[src/rtl/uart_tx_fifo.sv]
// uart_tx_fifo: UART transmitter with an input FIFO.
// Words arrive over a valid/ready handshake and are queued. Each word is
// sent LSB first with configurable data width, parity and stop bits.
// Frames run back to back with no idle gap. A one-cycle done pulse marks
// the end of every frame.
//
// Ports:
//   clk        : system clock, rising edge
//   rst        : synchronous reset, active low
//   axiiv      : input word valid
//   axiid      : input word [DATA_WIDTH-1:0]
//   axiir      : ready; a word is accepted when axiiv && axiir
//   axiod      : serial line, idles high
//   busy       : high while a frame is being shifted out
//   done       : one-cycle pulse after the final stop bit
//   fifo_count : words queued, not counting the word being shifted
//
// state  | meaning
// IDLE   | line high, waiting for a queued word
// START  | start bit (low)
// DATA   | data bits, LSB first
// PARITY | parity bit (only when PARITY != 0)
// STOP   | stop bit(s), high
module uart_tx_fifo #(
    parameter int CLKS_PER_BIT = 868,
    parameter int DATA_WIDTH   = 8,
    parameter int PARITY       = 0,
    parameter int STOP_BITS    = 1,
    parameter int FIFO_DEPTH   = 4
) (
    input  logic                          clk,
    input  logic                          rst,
    input  logic                          axiiv,
    input  logic [DATA_WIDTH-1:0]         axiid,
    output logic                          axiir,
    output logic                          axiod,
    output logic                          busy,
    output logic                          done,
    output logic [$clog2(FIFO_DEPTH):0]   fifo_count
);

    localparam int AW = $clog2(FIFO_DEPTH);
    localparam int CW = AW + 1;
    localparam int BW = $clog2(CLKS_PER_BIT);
    localparam int NW = $clog2(DATA_WIDTH + 1);

    localparam logic [CW-1:0] DEPTH_C   = CW'(FIFO_DEPTH);
    localparam logic [BW-1:0] BAUD_LAST = BW'(CLKS_PER_BIT - 1);
    localparam logic [NW-1:0] DATA_LAST = NW'(DATA_WIDTH - 1);
    localparam logic [NW-1:0] STOP_LAST = NW'(STOP_BITS - 1);
    localparam logic          PAR_ODD   = (PARITY == 2);

    typedef enum logic [2:0] {S_IDLE, S_START, S_DATA, S_PARITY, S_STOP} state_t;

    logic [DATA_WIDTH-1:0] r_mem [FIFO_DEPTH];
    logic [AW-1:0]         r_wr_ptr;
    logic [AW-1:0]         r_rd_ptr;
    logic [CW-1:0]         r_count;

    state_t                r_state;
    logic [BW-1:0]         r_baud;
    logic [NW-1:0]         r_bit;
    logic [DATA_WIDTH-1:0] r_shift;
    logic                  r_par;
    logic                  r_axiod;
    logic                  r_busy;
    logic                  r_done;

    state_t                w_state_nxt;
    logic [BW-1:0]         w_baud_nxt;
    logic [NW-1:0]         w_bit_nxt;
    logic [DATA_WIDTH-1:0] w_shift_nxt;
    logic                  w_par_nxt;
    logic                  w_axiod_nxt;
    logic                  w_busy_nxt;
    logic                  w_done_nxt;
    logic                  w_pop;
    logic                  w_push;
    logic                  w_baud_tc;
    logic                  w_fifo_ne;

    // Ready depends only on the registered count, so a pop in the same
    // cycle never opens a slot early.
    assign axiir     = rst && (r_count < DEPTH_C);
    assign w_push    = axiiv && axiir;
    assign w_baud_tc = (r_baud == BAUD_LAST);
    assign w_fifo_ne = (r_count != '0);

    // ---------------- FIFO ----------------
    always_ff @(posedge clk) begin
        if (w_push) begin
            r_mem[r_wr_ptr] <= axiid;
        end
    end

    always_ff @(posedge clk) begin
        if (!rst) begin
            r_wr_ptr <= '0;
            r_rd_ptr <= '0;
            r_count  <= '0;
        end else begin
            if (w_push) r_wr_ptr <= r_wr_ptr + 1'b1;
            if (w_pop)  r_rd_ptr <= r_rd_ptr + 1'b1;
            if (w_push && !w_pop)      r_count <= r_count + 1'b1;
            else if (!w_push && w_pop) r_count <= r_count - 1'b1;
        end
    end

    // ---------------- FSM: state and datapath registers ----------------
    always_ff @(posedge clk) begin
        if (!rst) begin
            r_state <= S_IDLE;
            r_baud  <= '0;
            r_bit   <= '0;
            r_shift <= '0;
            r_par   <= 1'b0;
            r_axiod <= 1'b1;
            r_busy  <= 1'b0;
            r_done  <= 1'b0;
        end else begin
            r_state <= w_state_nxt;
            r_baud  <= w_baud_nxt;
            r_bit   <= w_bit_nxt;
            r_shift <= w_shift_nxt;
            r_par   <= w_par_nxt;
            r_axiod <= w_axiod_nxt;
            r_busy  <= w_busy_nxt;
            r_done  <= w_done_nxt;
        end
    end

    // ---------------- FSM: next state ----------------
    always_comb begin
        w_state_nxt = r_state;
        case (r_state)
            S_IDLE:   if (w_fifo_ne) w_state_nxt = S_START;
            S_START:  if (w_baud_tc) w_state_nxt = S_DATA;
            S_DATA:   if (w_baud_tc && r_bit == DATA_LAST)
                          w_state_nxt = (PARITY != 0) ? S_PARITY : S_STOP;
            S_PARITY: if (w_baud_tc) w_state_nxt = S_STOP;
            S_STOP:   if (w_baud_tc && r_bit == STOP_LAST)
                          w_state_nxt = w_fifo_ne ? S_START : S_IDLE;
            default:  w_state_nxt = S_IDLE;
        endcase
    end

    // ---------------- FSM: outputs and datapath ----------------
    // The line value for the next bit is computed here and registered, so
    // axiod changes exactly on the edge that starts each bit.
    always_comb begin
        w_pop       = 1'b0;
        w_baud_nxt  = w_baud_tc ? '0 : r_baud + 1'b1;
        w_bit_nxt   = r_bit;
        w_shift_nxt = r_shift;
        w_par_nxt   = r_par;
        w_axiod_nxt = r_axiod;
        w_busy_nxt  = r_busy;
        w_done_nxt  = 1'b0;
        case (r_state)
            S_IDLE: begin
                w_baud_nxt  = '0;
                w_axiod_nxt = 1'b1;
                w_busy_nxt  = 1'b0;
                if (w_fifo_ne) begin
                    w_pop       = 1'b1;
                    w_shift_nxt = r_mem[r_rd_ptr];
                    w_bit_nxt   = '0;
                    w_par_nxt   = 1'b0;
                    w_axiod_nxt = 1'b0;
                    w_busy_nxt  = 1'b1;
                end
            end
            S_START: begin
                if (w_baud_tc) begin
                    w_axiod_nxt = r_shift[0];
                    w_bit_nxt   = '0;
                end
            end
            S_DATA: begin
                if (w_baud_tc) begin
                    w_par_nxt = r_par ^ r_shift[0];
                    if (r_bit == DATA_LAST) begin
                        w_bit_nxt   = '0;
                        w_axiod_nxt = (PARITY != 0) ? (r_par ^ r_shift[0] ^ PAR_ODD) : 1'b1;
                    end else begin
                        w_bit_nxt   = r_bit + 1'b1;
                        w_shift_nxt = r_shift >> 1;
                        w_axiod_nxt = r_shift[1];
                    end
                end
            end
            S_PARITY: begin
                if (w_baud_tc) begin
                    w_axiod_nxt = 1'b1;
                    w_bit_nxt   = '0;
                end
            end
            S_STOP: begin
                if (w_baud_tc) begin
                    if (r_bit == STOP_LAST) begin
                        w_done_nxt = 1'b1;
                        // Chain straight into the next start bit when work is queued.
                        if (w_fifo_ne) begin
                            w_pop       = 1'b1;
                            w_shift_nxt = r_mem[r_rd_ptr];
                            w_bit_nxt   = '0;
                            w_par_nxt   = 1'b0;
                            w_axiod_nxt = 1'b0;
                        end else begin
                            w_axiod_nxt = 1'b1;
                            w_busy_nxt  = 1'b0;
                        end
                    end else begin
                        w_bit_nxt = r_bit + 1'b1;
                    end
                end
            end
            default: begin
                w_axiod_nxt = 1'b1;
                w_busy_nxt  = 1'b0;
            end
        endcase
    end

    assign axiod      = r_axiod;
    assign busy       = r_busy;
    assign done       = r_done;
    assign fifo_count = r_count;

endmodule

[config.mk]
export PLATFORM = sky130hd
export DESIGN_NAME = uart_tx_fifo
export DESIGN_NICKNAME = d
export VERILOG_FILES = /design/src/rtl/uart_tx_fifo.sv
export SDC_FILE = /design/constraint.sdc
export NUM_CORES = 1
export LEC_CHECK = 0
export CORE_UTILIZATION = 55
export CTS_BUF_LIST = sky130_fd_sc_hd__clkbuf_2
export DETAILED_ROUTE_END_ITERATION = 7
export PLACE_DENSITY = 0.74
export SETUP_SLACK_MARGIN = 0.02
export SYNTH_ARGS = -nofsm -noshare
export SYNTH_HDL_FRONTEND = slang
export SYNTH_SLANG_ARGS = --single-unit
[constraint.sdc]
create_clock -name clk -period 3.86 [get_ports clk]
set_clock_uncertainty 0.15 [all_clocks]
set_input_delay 0.772 -clock clk [delete_from_list [all_inputs] [get_ports clk]]
set_output_delay 0.772 -clock clk [all_outputs]
set_load 0.01 [all_outputs]
# Word-level counts from Yosys, hierarchy flattened
# Memories as Yosys holds them, arrays and structs flattened. A register that Yosys moved wholly into a read port is not among the register bits.
# Cells that the tools add are included.
[totals] mem_bits_rw=32 inputBits=11 wordCells=103 output_inout_bits=7 n_memories=1 register_bits=35
[mem_list] memory="r_mem" depth=4 width=8 read_ports=1 rd_clocked_by_memory_dff=1 write_ports=1 line="55" text="logic [DATA_WIDTH-1:0] r_mem [FIFO_DEPTH];"
[op_classes] n_reduce_logical=23 addsub=6 magnitude_cmp=1 bitwise_logic=2 n_mux=43 n_eq_ne=17
[ops] op="8-bit two-way mux" count=5
[ops] op="4-bit two-way mux" count=6
[ops] op="8-bit case mux with 3 select lines" count=1
[ops] op="3-bit two-way mux" count=7
[ops] op="2-bit != test (second input constant)" count=10
[ops] op="1-bit two-way mux" count=17
[ops] op="4-bit case mux with 4 select lines" count=1
[ops] op="3-bit case mux with 5 select lines" count=1
[ops] op="5-bit AND reduction" count=3
[ops] op="10-bit by 1-bit adder with 10-bit output (second input constant)" count=1
[ops] op="10-bit == test (second input constant)" count=1
[ops] op="4-bit AND reduction" count=2
[ops] op="3-bit by 2-bit == test with 1-bit output (second input constant)" count=2
[ops] op="1-bit logical AND" count=6
[ops] op="3-bit nonzero test" count=2
[ops] op="3-bit OR reduction" count=2
[ops] op="1-bit case mux with 5 select lines" count=1
[ops] op="2-bit by 1-bit adder with 2-bit output (second input constant)" count=2
[ops] op="4-bit by 1-bit adder with 4-bit output (second input constant)" count=1
[ops] op="4-bit by 3-bit == test with 1-bit output (second input constant)" count=1
[ops] op="4-bit logical NOT" count=1
[ops] op="2-bit two-way mux" count=2
[ops] op="4-bit nonzero test" count=1
[ops] op="3-bit by 1-bit adder with 3-bit output (second input constant)" count=1
[ops] op="other kinds (13)" count=15

# Logic depth before layout (Yosys ltp)
[logic_depth] depth_word=8 depth_mapped=11 mapped_depth_nobuf=11

# Least setup slack after synthesis
# OpenSTA, ideal clock, no wires.
[synth_path] kind="input -> register" startpoint="in rst" endpoint="reg r_count[2] (netlist: fifo_count[2])" t_required_ns=3.640 setup_time_ns=0.070 slack_ns=1.031 path_stages=9 n_path_buf=1 arrival_ns=2.608 path_cell_list="nor2b_1 -> and2_1 -> clkbuf_1 -> ha_1 -> inv_1 -> fa_1 -> xor2_1 -> or3_1 -> a21oi_1"
[synth_between] elab_chain_len=5 word_cells_on_any_way=7 cone_classes="mux: 1; reduce/logical: 6"
[synth_lines] element="start: declaration" line="32" text="input logic rst,"
[synth_lines] element="1-bit logical AND (*)" line="84" text="assign axiir = rst && (r_count < DEPTH_C);"
[synth_lines] element="1-bit logical AND (*)" line="85" text="assign w_push = axiiv && axiir;"
[synth_lines] element="named net w_push" line="78" text="logic w_push;"
[synth_lines] element="1-bit logical NOT" line="105" text="else if (!w_push && w_pop) r_count <= r_count - 1'b1;"
[synth_lines] element="1-bit logical AND" line="105"
[synth_lines] element="2-bit nonzero test (no line)"
[synth_lines] element="end signal: assignment" line="104" text="if (w_push && !w_pop) r_count <= r_count + 1'b1;"
[synth_lines] element="end signal: assignment" line="105"
[synth_lines] element="end: declaration" line="58" text="logic [CW-1:0] r_count;"
# The timed path passes the listed nets; every way through them passes the cells marked *.
# A chain may end at the register's enable or synchronous reset.

# Worst setup path after layout
[layout_path] startpoint="reg r_bit[0]" endpoint="reg r_count[2] (netlist: fifo_count[2])"
[layout_between] elab_chain_len=7 word_cells_on_any_way=9 cone_classes="mux: 4; reduce/logical: 5"
[layout_lines] element="start: declaration" line="62" text="logic [NW-1:0] r_bit;"
[layout_lines] element="start signal: assignment" line="123" text="r_bit <= w_bit_nxt;"
[layout_lines] element="4-bit logical NOT (*)" line="200" text="if (r_bit == STOP_LAST) begin"
[layout_lines] element="1-bit two-way mux (*)" line="200"
[layout_lines] element="1-bit two-way mux (*)" line="199" text="if (w_baud_tc) begin"
[layout_lines] element="1-bit case mux with 2 select lines (*)" line="159" text="case (r_state)"
[layout_lines] element="1-bit logical NOT" line="104"
[layout_lines] element="1-bit logical AND" line="104"
[layout_lines] element="3-bit two-way mux or 2-bit nonzero test (tied branches)"
# Every way passes the cells marked *; elsewhere a longest branch is shown, timed or not.

==> results.ini <==
[status]
status=finished, final reports clean

[floorplanning]
fp-row-count=27
fp.dieW_um=78.5
start_util=0.578
die_y_um=78.5
ios=18
die_area_um2=6160
core_um2=5570

[setup_path]
reg2reg_from=r_bit[0]
path_cells=inv_1, ha_1, or3b_2, o41ai_1, nand2_1, ha_1, inv_1, fa_1, xor2_1, or3_1, a21oi_1
r2r-end=fifo_count[2]
crit_type=reg2reg
slowest_delay_ns=0.65
crit_required_ns=4.15
critPathMaxFanout=5
arrival_ns=3.41
path_depth=11
path_buf_inv=2
reg2reg_slack_ns=0.75
path_delay_family=simple AND/OR/NAND/NOR gates
slowest_stage=o41ai_1
crit_path_start_kind=flip-flop
cp-end-kind=flip-flop
worstRegToRegCells=11

[detailed_routing]
route.vias.total=2179
wl_met1_mm=2.90
top_layer_used=met4
wl_per_cell_um=15.9
drc=0
drt.antenna.violating_nets=0
wl_mm=5.91
wl_met3_um=234
drt_pass1_iterations=4
wl_met2_mm=2.70
avgViaCountPerCell=5.86
drtIter0Drc=140

[clocking]
cts_buffers=9
cts_hold_buf=0
cts_tree=yes
clock_latency_ns=0.51
clockBufferDepth=2
cts_setup_buffers=0
clkTransAtPathRegs_ns=0.22
h-tree-depth=3
cts_sinks=69
postCtsResizedCells=0
ctsRootBufferMaster=clkbuf_2

[pwr]
leakage_uw=0.00120
seq_power_share=0.499
internal_power_uw=1280
p_sw_uw=685
swShare=0.349
p_per_area_nw_per_um2=554
power.share.clock=0.207
comb_power_share=0.295
ir_drop_mv=0.374

[worst_hold_path]
min_path_type=reg2reg
min_to=r_shift[3]
min_from=r_shift[3]
whs_path_depth=2

[place]
place_congestion=0.854
hpwl_mm=4.12
dp_slack_ns=0.531
io_buffer_count=17

[logic_synthesis]
avgSynthCellArea_um2=11.5
synth_nets=300
synth.yosys.warnings=0
async_flop_share=0
syn_area_um2=3220
syn_inst=280
ys_types=56
ys_seq_area_frac=0.529
ys_seq_elements=69
synth-edff-count=32
ys.flop_type=dfxtp_1

[timing]
final_hold_viol_count=0
setup_viol_count_final=0
fin_setup_tns_ns=0
relSlewSlack=0.483
fin_crit_ns=3.11
fin_crit_sh=0.806
worst_slew_pin_slew_ns=0.773
drv_slew=0
clock.fmax_ghz=0.321
rsz0062_at_grt=no
layout_setup_ws_ns=0.749

[final_layout]
multi_input_area_um2=1400
drive_gt1_frac=0.143
final_common_cell=dfxtp_1
syn_to_final_growth_pct=10.2
final_cell_mix=dfxtp_1, edfxtp_1, nor2_1
num-fill-cells=463
register_area_um2=1700
diodes=0
fin_nets=315

[grt]
grt_pass1_vias=2099
grt_max_degree=23
grtUsageTotal=0.213
gr-total-overflow=0
grt_antenna_before_repair=0
grt_first_pass_wirelength_mm=9.98

[job]
maxCapViolCount=0

==> worst min-delay path: stages (launching register included) <==
cell,delay (ns)
dfxtp_1,0.36
inv_1,0.05
a211oi_1,0.05
==> state kept, by name, summed over array words and instances, names as in the netlist, 2 cells and up, named ones only <==
name,flops
r_mem,32
r_baud,10
r_shift,8
r_bit,4
fifo_count,3
r_state,3
r_rd_ptr,2
r_wr_ptr,2
==> cell type report <==
type | instances | area share
clock buffers | 9 | 0.0127
clock inverters | 7 | 0.0183
inverters | 17 | 0.0180
multi-input cells | 179 | 0.394
flip-flops and latches | 69 | 0.480
well taps | 72 | 0.0254
repair buffers | 19 | 0.0522
==> worst max path at each step <==
stage,start,to,slack [ns]
2_1_floorplan,rst,fifo_count[2],1.03
3_5_place_dp,rst,fifo_count[2],0.53
6_report,r_bit[0],fifo_count[2],0.75
4_1_cts,r_bit[0],fifo_count[2],0.73
5_1_grt,r_bit[0],fifo_count[2],0.53
3_3_place_gp,rst,fifo_count[2],0.62
==> power by group through the flow <==
stage                     Clock (uW)  Combinational (uW)  Sequential [uW]
final                            406                 579              980
after CTS                        417                 583              983
after global routing             445                 641             1000
after global placement             0                 571              997
after detailed placement           0                 580              998
after floorplan                    0                 465              950
==> kinds of logic after synthesis <==
| group | Yosys count | share of synthesized area |
|---|---|---|
| and+or+nand+nor | 85 | 0.142 |
| DFF | 69 | 0.529 |
| AOI/OAI and AO/OA | 57 | 0.138 |
| buffers and inverters | 32 | 0.0377 |
| muxes | 16 | 0.0836 |
| xor gates and xnor gates | 12 | 0.0326 |
| adders and majority gates | 9 | 0.0373 |
==> routing by layer <==
| metal | global-route usage | vias up |
|---|---|---|
| li1 | - | 1085 |
| met1 | 0.295 | 1047 |
| met2 | 0.323 | 39 |
| met3 | 0.0430 | 8 |
| met4 | 0.0963 | 0 |
| met5 | 0 | - |
==> cell usage after synthesis (all sizes together), types with 3 or more instances <==
library cell / n / share of area
edfxtp: 32 / 0.30
o21ai: 5 / 0.0078
or3b: 3 / 0.0082
nor3: 7 / 0.011
nand3: 9 / 0.014
and3: 4 / 0.0078
a211oi: 8 / 0.019
a21oi: 10 / 0.016
nor3b: 4 / 0.0093
nor2: 20 / 0.023
clkbuf: 13 / 0.015
and2: 3 / 0.0058
ha: 8 / 0.031
nand2: 16 / 0.019
dfxtp: 37 / 0.23
mux2: 7 / 0.024
o311a: 3 / 0.0093
a2111oi: 11 / 0.030
mux4: 8 / 0.056
xnor2: 7 / 0.019
inv: 17 / 0.020
xor2: 5 / 0.014
nand2b: 4 / 0.0078
==> through the flow <==
step / hold slack [ns] / cell area, um2 / utilization / instances / total power [uW]
final: 0.319 / 3550 / 0.636 / 372 / 1970
after global routing: 0.343 / 3550 / 0.636 / 372 / 2090
after CTS: 0.321 / 3550 / 0.636 / 372 / 1980
after detailed placement: 0.294 / 3440 / 0.617 / 356 / 1580
after global placement: 0.294 / 3440 / 0.617 / 356 / 1570
after floorplan: 0.280 / 3220 / - / 280 / 1420
(Power assumes the default switching activity.)
